## config.mk

```make
export PLATFORM = sky130hd
export DESIGN_NAME = mem_access_unit
export DESIGN_NICKNAME = d
export VERILOG_FILES = /design/src/rtl/mem_access_unit.sv
export SDC_FILE = /design/constraint.sdc
export NUM_CORES = 1
export LEC_CHECK = 0
export CAP_MARGIN = 25
export CELL_PAD_IN_SITES_DETAIL_PLACEMENT = 0
export CELL_PAD_IN_SITES_GLOBAL_PLACEMENT = 1
export CORE_UTILIZATION = 35
export DETAILED_ROUTE_END_ITERATION = 12
export PLACE_DENSITY_LB_ADDON = 0.1
export SLEW_MARGIN = 20
export SYNTH_ARGS = -nofsm -noshare
export SYNTH_HDL_FRONTEND = slang
export SYNTH_SLANG_ARGS = --single-unit
```

## constraint.sdc

```tcl
create_clock -name clk -period 5.4 [get_ports clk]
set_input_delay 1.62 -clock clk [delete_from_list [all_inputs] [get_ports clk]]
set_output_delay 1.62 -clock clk [all_outputs]
set_load 0.01 [all_outputs]
```

## src/rtl/mem_access_unit.sv

```systemverilog
// Memory stage: req/ack handshake with a variable-latency data memory, with a timeout.
// Stalls upstream while an access is outstanding and registers the writeback results.
module mem_access_unit #(
    parameter int unsigned WAIT_MAX = 8
) (
    input  logic        clk,
    input  logic        rst,
    input  logic        ex_valid,
    input  logic        mem_to_reg_in,
    input  logic        reg_to_mem_in,
    input  logic        reg_write_in,
    input  logic        ret_future_in,
    input  logic [3:0]  reg_rd_in,
    input  logic [15:0] alu_result,
    input  logic [15:0] sw_data,
    output logic        dmem_req,
    output logic        dmem_we,
    output logic [15:0] dmem_addr,
    output logic [15:0] dmem_wdata,
    input  logic [15:0] dmem_rdata,
    input  logic        dmem_ack,
    output logic        mem_stall,
    output logic        wb_valid,
    output logic        wb_reg_write,
    output logic [3:0]  wb_reg_rd,
    output logic [15:0] wb_data,
    output logic        ret_wb,
    output logic        mem_err
);

    localparam logic [7:0] WaitLast = 8'(WAIT_MAX - 1);

    typedef enum logic [0:0] {
        StIdle,
        StAccess
    } state_e;

    state_e      r_state;
    state_e      w_state_next;
    logic [7:0]  r_wait_cnt;

    logic [15:0] r_pend_addr;
    logic [15:0] r_pend_wdata;
    logic        r_pend_we;
    logic        r_pend_load;
    logic        r_pend_reg_write;
    logic        r_pend_ret;
    logic [3:0]  r_pend_rd;

    logic        r_wb_valid;
    logic        r_wb_reg_write;
    logic [3:0]  r_wb_reg_rd;
    logic [15:0] r_wb_data;
    logic        r_ret_wb;
    logic        r_mem_err;

    logic        w_is_mem;
    logic        w_accept_alu;
    logic        w_accept_mem;
    logic        w_ack;
    logic        w_abort;

    always_ff @(posedge clk or posedge rst) begin
        if (rst) begin
            r_state <= StIdle;
        end else begin
            r_state <= w_state_next;
        end
    end

    always_comb begin
        w_state_next = r_state;
        w_is_mem     = mem_to_reg_in | reg_to_mem_in;
        w_accept_alu = 1'b0;
        w_accept_mem = 1'b0;
        w_ack        = 1'b0;
        w_abort      = 1'b0;
        case (r_state)
            StIdle: begin
                if (ex_valid) begin
                    if (w_is_mem) begin
                        w_accept_mem = 1'b1;
                        w_state_next = StAccess;
                    end else begin
                        w_accept_alu = 1'b1;
                    end
                end
            end
            StAccess: begin
                // An ack on the timeout edge takes priority over the abort.
                if (dmem_ack) begin
                    w_ack        = 1'b1;
                    w_state_next = StIdle;
                end else if (r_wait_cnt == WaitLast) begin
                    w_abort      = 1'b1;
                    w_state_next = StIdle;
                end
            end
            default: w_state_next = StIdle;
        endcase
    end

    always_ff @(posedge clk or posedge rst) begin
        if (rst) begin
            r_wait_cnt       <= '0;
            r_pend_addr      <= '0;
            r_pend_wdata     <= '0;
            r_pend_we        <= 1'b0;
            r_pend_load      <= 1'b0;
            r_pend_reg_write <= 1'b0;
            r_pend_ret       <= 1'b0;
            r_pend_rd        <= '0;
            r_wb_valid       <= 1'b0;
            r_wb_reg_write   <= 1'b0;
            r_wb_reg_rd      <= '0;
            r_wb_data        <= '0;
            r_ret_wb         <= 1'b0;
            r_mem_err        <= 1'b0;
        end else begin
            r_wb_valid <= 1'b0;
            if (w_accept_alu) begin
                r_wb_valid     <= 1'b1;
                r_wb_data      <= alu_result;
                r_wb_reg_rd    <= reg_rd_in;
                r_wb_reg_write <= reg_write_in;
                r_ret_wb       <= ret_future_in;
            end
            if (w_accept_mem) begin
                r_pend_addr      <= alu_result;
                r_pend_wdata     <= sw_data;
                r_pend_we        <= reg_to_mem_in;
                r_pend_load      <= mem_to_reg_in & ~reg_to_mem_in;
                r_pend_reg_write <= reg_write_in;
                r_pend_ret       <= ret_future_in;
                r_pend_rd        <= reg_rd_in;
                r_wait_cnt       <= '0;
            end
            if (r_state == StAccess && !w_ack && !w_abort) begin
                r_wait_cnt <= r_wait_cnt + 8'd1;
            end
            if (w_ack) begin
                r_wb_valid  <= 1'b1;
                r_wb_reg_rd <= r_pend_rd;
                r_ret_wb    <= r_pend_ret;
                if (r_pend_load) begin
                    r_wb_data      <= dmem_rdata;
                    r_wb_reg_write <= r_pend_reg_write;
                end else begin
                    r_wb_data      <= r_pend_addr;
                    r_wb_reg_write <= 1'b0;
                end
            end
            if (w_abort) begin
                r_mem_err      <= 1'b1;
                r_wb_valid     <= 1'b1;
                r_wb_reg_write <= 1'b0;
                r_ret_wb       <= r_pend_ret;
            end
        end
    end

    assign dmem_req     = (r_state == StAccess);
    assign mem_stall    = (r_state == StAccess);
    assign dmem_we      = r_pend_we;
    assign dmem_addr    = r_pend_addr;
    assign dmem_wdata   = r_pend_wdata;
    assign wb_valid     = r_wb_valid;
    assign wb_reg_write = r_wb_reg_write;
    assign wb_reg_rd    = r_wb_reg_rd;
    assign wb_data      = r_wb_data;
    assign ret_wb       = r_ret_wb;
    assign mem_err      = r_mem_err;

endmodule

```

==> impl_metrics.csv, run 1 <==
group,metric,value,unit
clock_network,root_buffer,"clkbuf_8",
place,pre_cts_slack,1800,ps
drt,drc,6,
pwr,ir_worst_vdd,0.000147,V
grt,grt_pass1_vias,2926,
timing,rsz0062_at_grt,"false",
drt,wire_per_inst,14.6,microns
pwr,p_comb_share,32.5,%
floorplan,fp.coreArea,8850,sq um
setup_path,crit_chain,"clkdlybuf4s50_1 -> nor2_1 -> nand2_1 -> nand2_1 -> a31oi_1",
drt,drt-total-wl,8610,microns
finish,nNetsFinal,539,
timing,skew,10.5,ps
setup_path,critical-path-top-delay-family,"simple AND/OR/NAND/NOR gates",
clock_network,post_cts_resized,0,
grt,grt_start_max_net_pins,50,
drt,met2_length,3940,microns
setup_path,crit_top_cell,"nand2_1",
timing,max_freq,0.312,GHz
clock_network,clk_pin_slew,70,ps
drt,viasPerCell,4.88,
logic_synthesis,synth.cell_area,3240,sq um
timing,finalHoldViolCount,0,
setup_path,cpPeakStageDelay,570,ps
pwr,pwr-share-seq,42.1,%
finish,layout-drive-gt1-share,6.00,%
logic_synthesis,ys_seq_elements,73,
setup_path,crit_cells,5,
clock_network,cts_tree,"built",
logic_synthesis,synth-edff-count,0,
drt,drtPass1Iterations,8,
drt,wl_met3,707,microns
grt,track_usage,19.2,%
floorplan,die_w,98.3,microns
pwr,power_density,378,nW/um^2
setup_path,cp_slowest_cell,"nand2_1",
clock_network,clock_path_buffers,2,
pwr,p_sw,0.000553,W
logic_synthesis,syn_avg_cell_area,8.93,sq um
clock_network,clock_sinks,73,
setup_path,endpoint_kind,"register",
clock_network,cts_htree_levels,3,
timing,setup_viol,0,
run,maxCapViolations,0,
timing,timing.final.crit_share,59.4,%
floorplan,rows,34,
pwr,p_leak,2.16,nW
logic_synthesis,synthFlopType,"dfrtp_1",
clock_network,cts_hold_buf,0,
worst_hold_path,hold_path_depth,2,
place,finalWeightedCongestion,0.797,
run_status,status,"finished with violations",
floorplan,die_area,9660,sq um
grt,antenna_found_initial,0,
finish,fillers,837,
setup_path,path_buf_inv,1,
logic_synthesis,yosysSeqAreaShare,56.3,%
timing,layout_setup_ws,2190,ps
setup_path,cp-start-kind,"primary input",
run_status,violations,"design-rule violations",
setup_path,arrival,3410,ps
logic_synthesis,synth-async-reset-ratio,100,%
finish,area_delta_synth_final,47.6,%
pwr,clkPwrFrac,25.4,%
floorplan,die_h,98.3,microns
logic_synthesis,ys.warnings.count,0,
setup_path,critical_path_class,"primary input to register",
setup_path,r2r_cells,4,
clock_network,cts_setup_buffers,0,
setup_path,required,5600,ps
grt,grt_pass1_wl,14500,microns
timing,tightest_slew,875,ps
pwr,swShare,30.6,%
clock_network,clk_latency,350,ps
timing,maxSlewHeadroom,41.5,%
setup_path,critPathMaxFanout,21,
floorplan,start_util,36.7,%
logic_synthesis,netlist_instances,363,
worst_hold_path,min_path_type,"register to register",
logic_synthesis,synth.distinct_cells,33,
place,io_buffers,118,
timing,fin_setup_tns,0,ps
grt,grt-ovfl-total,0,
finish,n_antenna_cell,0,
drt,ant_nets,0,
drt,drt_iter0_drc,117,
place,dp.final_hpwl,5540,microns
clock_network,numCtsBuffers,9,
timing,fin_crit,3210,ps
logic_synthesis,synthesis.nets,424,
drt,vias,2887,
timing,drv_slew,0,
floorplan,io_pins,119,
drt,maxUsedRoutingLayer,"met4",
pwr,internal_power,0.00126,W
drt,wl_met1,3850,microns
[cell usage in the layout, fill, tap and decap left out, types with 2 or more instances in the layout]
cell type          n
clkdlybuf4s50_1  118
nand2b_1           2
nor2b_1           16
buf_16             2
buf_4              3
inv_1              2
clkinvlp_4         2
nand3_1            7
nand2_1          167
clkbuf_8          12
a21oi_1            3
o22ai_1            2
a211oi_1          16
o21ai_0            2
o211ai_1           2
nor2_1             9
dfrtp_1           73
mux2i_1            4
a31oi_1           20
[logic make-up after synthesis]
group	synth area share, %
AND/OR/NAND/NOR	26.9
adder cells (fa/ha/maj)	0.386
multiplexers	1.23
AO/OA/AOI/OAI	11.3
buffers and inverters	3.24
XOR/XNOR	0.540
flip-flops	56.3
[metal layers]
layer	GRT usage (%)	vias up
li1	-	1424
met1	24.7	1358
met2	30.5	95
met3	6.01	10
met4	6.89	0
met5	0	-
[worst register-to-register path: stages (launching register included)]
cell	delay, ps
dfrtp_1	480
nor2b_2	310
nand2_1	580
nand2_1	260
a31oi_1	110
[power groups by stage]
stage | clock network (W) | registers, W | logic [W]
detailed placement | 0 | 0.000774 | 0.000587
finish | 0.000460 | 0.000762 | 0.000588
global placement | 0 | 0.000780 | 0.000560
global route | 0.000498 | 0.000783 | 0.000645
floorplan | 0 | 0.000811 | 0.000203
CTS | 0.000474 | 0.000764 | 0.000590
[sequential cells by signal, summed over array words and instances (netlist names), 4 cells and up]
name,cells
wb_data,16
r_wait_cnt,8
r_pend_rd,4
dmem_addr,16
dmem_wdata,16
wb_reg_rd,4
[per-stage QoR]
stage,instances,util (%),hold WS (ps),power [W],instance area [sq um]
after floorplan,363,-,437,0.00101,3240
after CTS,589,53.6,480,0.00183,4750
final,591,54.1,473,0.00181,4790
after global placement,572,50.9,450,0.00134,4500
after detailed placement,573,51.2,463,0.00136,4530
after global routing,591,54.1,503,0.00193,4790
[synth_stat cells, types with 2 or more instances]
master,n,share of area [%]
clkbuf_1,11,1.3
inv_1,3,0.35
o21ai_0,2,0.31
dfrtp_1,73,56
mux2i_1,4,1.2
a211oi_1,16,3.7
nor2_1,10,1.2
nand3_1,7,1.1
nand2b_1,2,0.39
o22ai_1,2,0.39
a31oi_1,20,3.9
nand2_1,167,19
buf_4,3,0.69
a21oi_1,3,0.46
nor2b_1,16,3.1
o211ai_1,2,0.46
buf_2,6,0.93
[final timing paths]
check / startpoint / to / slack (ps)
min reg2reg: dmem_wdata[7]$_DFFE_PP0P_ / dmem_wdata[7]$_DFFE_PP0P_ / 470
max: reg_to_mem_in / wb_data[9]$_DFFE_PP0P_ / 2190
max in group asynchronous: rst / dmem_wdata[7]$_DFFE_PP0P_ / 2720
min: dmem_wdata[7]$_DFFE_PP0P_ / dmem_wdata[7]$_DFFE_PP0P_ / 470
min in group asynchronous: rst / wb_data[6]$_DFFE_PP0P_ / 1640
max reg2reg: dmem_req$_DFF_PP0_ / wb_data[9]$_DFFE_PP0P_ / 3510
[area by class of cell]
| class | instances | area (sq um) | area share [%] |
|---|---|---|---|
| Tap cell | 108 | 135 | 2.82 |
| Multi-Input combinational cell | 267 | 1330 | 27.7 |
| Clock buffer | 12 | 165 | 3.45 |
| Sequential cell | 73 | 1830 | 38.1 |
| Inverter | 3 | 11.3 | 0.235 |
| Timing Repair Buffer | 124 | 1270 | 26.6 |
| Clock inverter | 4 | 50.0 | 1.05 |
(Power assumes the default switching activity.)
==> run 2: changes to the inputs <==
CORE_UTILIZATION = 32   (was 35)
clock period = 3 ns   (was 5.4 ns; I/O delays follow)
==> run 2 against run 1 <==
The flow now finishes without violations. Design area is 1.1% higher. Sequential share of layout area is 0.41 points lower. First-iteration DRC count is 23% lower. Routed wire length is 3.4% higher. Critical path type is now register to primary output. Critical endpoint is now dmem_req. Largest cell class unchanged. Largest power group unchanged.
==> impl_metrics.csv, run 2 (same netlist as run 1, synthesis figures left out) <==
group,metric,value,unit
run_status,status,"complete, no violations",
timing,timing.final.crit_share,78.1,%
setup_path,path_buf_inv,1,
clock_network,clk_latency,350,ps
finish,area_delta_synth_final,49.3,%
clock_network,cts_hold_buf,0,
grt,grt-ovfl-total,0,
grt,grt_pass1_wl,14300,microns
setup_path,required,2100,ps
finish,nNetsFinal,543,
setup_path,cp-start-kind,"register",
setup_path,crit_cells,1,
floorplan,io_pins,119,
timing,fin_crit,2340,ps
worst_hold_path,min_path_type,"register to register",
drt,vias,2885,
grt,antenna_found_initial,0,
clock_network,root_buffer,"clkbuf_8",
floorplan,fp.coreArea,9820,sq um
drt,drc,0,
timing,maxSlewHeadroom,64.9,%
drt,drt-total-wl,8910,microns
timing,fin_setup_tns,0,ps
clock_network,cts_setup_buffers,0,
place,placed_cells_incl_taps,604,
clock_network,numCtsBuffers,9,
drt,drtPass1Iterations,4,
drt,viasPerCell,4.65,
timing,setup_viol,0,
clock_network,clock_sinks,73,
setup_path,endpoint_kind,"primary output",
setup_path,arrival,1440,ps
floorplan,die_area,10500,sq um
drt,wire_per_inst,14.4,microns
finish,final_common_cell,"nand2_1",
setup_path,critical-path-top-delay-family,"buffers and inverters",
timing,max_freq,0.427,GHz
setup_path,crit_chain,"clkdlybuf4s50_1",
finish,n_antenna_cell,0,
finish,layout-drive-gt1-share,6.78,%
clock_network,clock_path_buffers,2,
drt,ant_nets,0,
place,placed_area,4630,sq um
floorplan,rows,36,
clock_network,post_cts_resized,0,
floorplan,start_util,33.0,%
floorplan,die_w,103,microns
floorplan,die_h,103,microns
pwr,ir_worst_vdd,0.000282,V
drt,drt_iter0_drc,90,
finish,fin_util,49.3,%
finish,final_cells,620,
place,finalWeightedCongestion,0.753,
clock_network,cts_tree,"built",
setup_path,cp_slowest_cell,"clkdlybuf4s50_1",
setup_path,cpPeakStageDelay,600,ps
setup_path,critPathMaxFanout,9,
grt,grt_start_max_net_pins,74,
place,pre_cts_slack,458,ps
setup_path,r2r_cells,5,
clock_network,cts_htree_levels,3,
clock_network,clk_pin_slew,70,ps
timing,rsz0062_at_grt,"false",
pwr,power_density,672,nW/um^2
setup_path,timing.reg2reg.setup_slack,1250,ps
timing,tightest_slew,526,ps
pwr,p_leak,2.17,nW
finish,final_cell_mix,"nand2_1, clkdlybuf4s50_1, dfrtp_1",
worst_hold_path,hold_path_depth,1,
setup_path,critical_path_class,"register to primary output",
finish,finalInstanceArea,4840,sq um
run,maxCapViolations,0,
grt,grt_pass1_vias,2849,
timing,layout_setup_ws,656,ps
place,dp.final_hpwl,6010,microns
grt,track_usage,17.9,%
place,io_buffers,118,
timing,finalHoldViolCount,0,
timing,skew,8.98,ps
timing,drv_slew,0,
run 2: where the power goes:
part           total, W  internal, W  switching [W]
Sequential      0.00138      0.00122       0.000160
Combinational   0.00105     0.000589       0.000462
Clock          0.000829     0.000451       0.000377
Total           0.00326      0.00226       0.000999
run 2: per-stage QoR:
stage	hold WS, ps	power (W)
2_1_floorplan	437	0.00182
3_3_place_gp	451	0.00244
3_5_place_dp	450	0.00246
4_1_cts	467	0.00330
5_1_grt	486	0.00346
6_report	467	0.00326
run 2: area by class of cell:
cell class,instances,area [sq um]
clock buffer,12,165
clock inverter,4,50.0
fill,981,4980
inverter,3,12.5
multi-input combinational,267,1330
sequential,73,1830
tap,133,166
timing repair buffer,128,1290
run 2: layer usage:
layer  wire length, microns  track usage [%]  vias to the layer above
met5                      0                0                        -
met4                     88             6.26                        0
met3                    624             5.97                        8
met2                   4070             28.3                       76
met1                   4130             23.0                     1372
li1                       -                -                     1429
run 2: worst paths after layout:
kind,from,end
setup / recovery,dmem_req$_DFF_PP0_,dmem_req
hold / removal,mem_err$_DFFE_PP0P_,mem_err$_DFFE_PP0P_
setup reg to reg,r_wait_cnt[0]$_DFFE_PP0P_,ret_wb$_DFFE_PP0P_
hold reg to reg,mem_err$_DFFE_PP0P_,mem_err$_DFFE_PP0P_
max in group asynchronous,rst,dmem_wdata[13]$_DFFE_PP0P_
min in group asynchronous,rst,dmem_wdata[10]$_DFFE_PP0P_
==> run 3: changes to the inputs <==
clock period = 2.31 ns   (was 3 ns; I/O delays follow)
==> run 3 against run 2 <==
Power grew 28%. Global-route usage is essentially flat. Clock power grew 21%. Worst setup slack lost 460 ps. First-iteration DRC count grew 18%. Critical path type unchanged.
==> impl_metrics.csv, run 3 (same netlist as run 1, synthesis figures left out) <==
group,metric,value,unit
setup_path,critPathMaxFanout,9,
drt,drt-total-wl,8760,microns
setup_path,r2r-end,"wb_reg_write$_DFFE_PP0P_",
setup_path,critical_path_class,"register to primary output",
worst_hold_path,hp-start,"mem_err$_DFFE_PP0P_",
floorplan,io_pins,119,
floorplan,die_h,103,microns
floorplan,rows,36,
drt,vias,2908,
clock_network,clk_latency,340,ps
drt,wire_per_inst,14.1,microns
clock_network,clock_sinks,73,
drt,ant_nets,0,
timing,finalHoldViolCount,0,
place,dp.final_hpwl,5890,microns
timing,maxSlewHeadroom,60.9,%
timing,rsz0062_at_grt,"false",
grt,grt_pass1_vias,2794,
drt,viasPerCell,4.68,
finish,layout-drive-gt1-share,6.76,%
finish,area_delta_synth_final,50.2,%
finish,fillers,970,
worst_hold_path,hold_path_depth,1,
clock_network,post_cts_resized,0,
grt,track_usage,17.9,%
clock_network,cts_htree_levels,3,
drt,drtPass1Iterations,4,
drt,drc,0,
clock_network,root_buffer,"clkbuf_8",
drt,drt_iter0_drc,106,
timing,fin_crit,2110,ps
finish,final_common_cell,"nand2_1",
clock_network,cts_setup_buffers,0,
place,pre_cts_slack,65.2,ps
timing,skew,10.1,ps
setup_path,required,1620,ps
timing,setup_viol,0,
setup_path,r2r_cells,5,
finish,final_cell_mix,"nand2_1, clkdlybuf4s50_1, dfrtp_1",
worst_hold_path,holdPathEnd,"mem_err$_DFFE_PP0P_",
clock_network,clk_pin_slew,80,ps
clock_network,cts_tree,"built",
setup_path,r2r_start,"r_wait_cnt[0]$_DFFE_PP0P_",
grt,antenna_found_initial,0,
setup_path,cp_slowest_cell,"clkdlybuf4s50_1",
timing,max_freq,0.473,GHz
setup_path,critical-path-top-delay-family,"buffers and inverters",
setup_path,arrival,1420,ps
place,io_buffers,118,
clock_network,clock_path_buffers,2,
worst_hold_path,min_path_type,"register to register",
finish,final_cells,621,
timing,tightest_slew,582,ps
pwr,p_leak,2.18,nW
timing,drv_slew,0,
setup_path,cpPeakStageDelay,590,ps
timing,layout_setup_ws,197,ps
grt,grt_start_max_net_pins,74,
grt,grt_pass1_wl,14200,microns
pwr,ir_worst_vdd,0.000357,V
floorplan,die_w,103,microns
timing,timing.final.crit_share,91.5,%
place,finalWeightedCongestion,0.697,
finish,n_antenna_cell,0,
clock_network,numCtsBuffers,9,
setup_path,endpoint_kind,"primary output",
run,maxCapViolations,0,
floorplan,fp.coreArea,9820,sq um
finish,nNetsFinal,544,
floorplan,start_util,33.0,%
floorplan,die_area,10500,sq um
pwr,power_density,855,nW/um^2
grt,grt-ovfl-total,0,
setup_path,timing.reg2reg.setup_slack,510,ps
setup_path,crit_chain,"clkdlybuf4s50_1",
setup_path,cp-start-kind,"register",
setup_path,path_buf_inv,1,
run_status,status,"complete, no violations",
clock_network,cts_hold_buf,0,
place,placed_cells_incl_taps,605,
timing,fin_setup_tns,0,ps
## run 3: how the worst max path moves through the flow
stage,from,endpoint,slack [ps],depth (start not counted)
finish,dmem_req$_DFF_PP0_,dmem_req,200,1
global route,dmem_req$_DFF_PP0_,mem_stall,110,1
CTS,dmem_req$_DFF_PP0_,dmem_req,160,1
detailed placement,mem_to_reg_in,wb_data[9]$_DFFE_PP0P_,70,6
global placement,ex_valid,r_wait_cnt[2]$_DFFE_PP0P_,180,6
floorplan,ex_valid,wb_data[0]$_DFFE_PP0P_,770,5
## run 3: through the flow
step                      util, %  area, sq um  power [W]  hold slack (ps)
after floorplan                 -         3250    0.00237              437
after global placement       47.6         4670    0.00318              444
after detailed placement     47.6         4670    0.00320              451
after CTS                    49.6         4870    0.00423              470
after global routing         49.6         4870    0.00445              480
final                        49.6         4870    0.00416              469
## run 3: cell type report
cell class	instances	area, sq um	share of cell area [%]
clock buffer	11	141	2.90
clock inverter	5	55.1	1.13
inverter	3	15.0	0.308
multi-input combinational	267	1330	27.2
sequential	73	1830	37.5
tap	133	166	3.42
timing repair buffer	129	1340	27.5
## run 3: where the power goes
part	switching [W]	internal, W
Combinational	0.000617	0.000778
Sequential	0.000187	0.00158
Clock	0.000476	0.000525
Total	0.00128	0.00288
## run 3: routing by layer
metal,global-route usage (%),vias up,part of all wire [%]
met3,5.42,8,7.7
met5,0,-,0
met4,7.80,0,1.3
met2,27.6,84,47
met1,23.2,1382,44
li1,-,1434,-
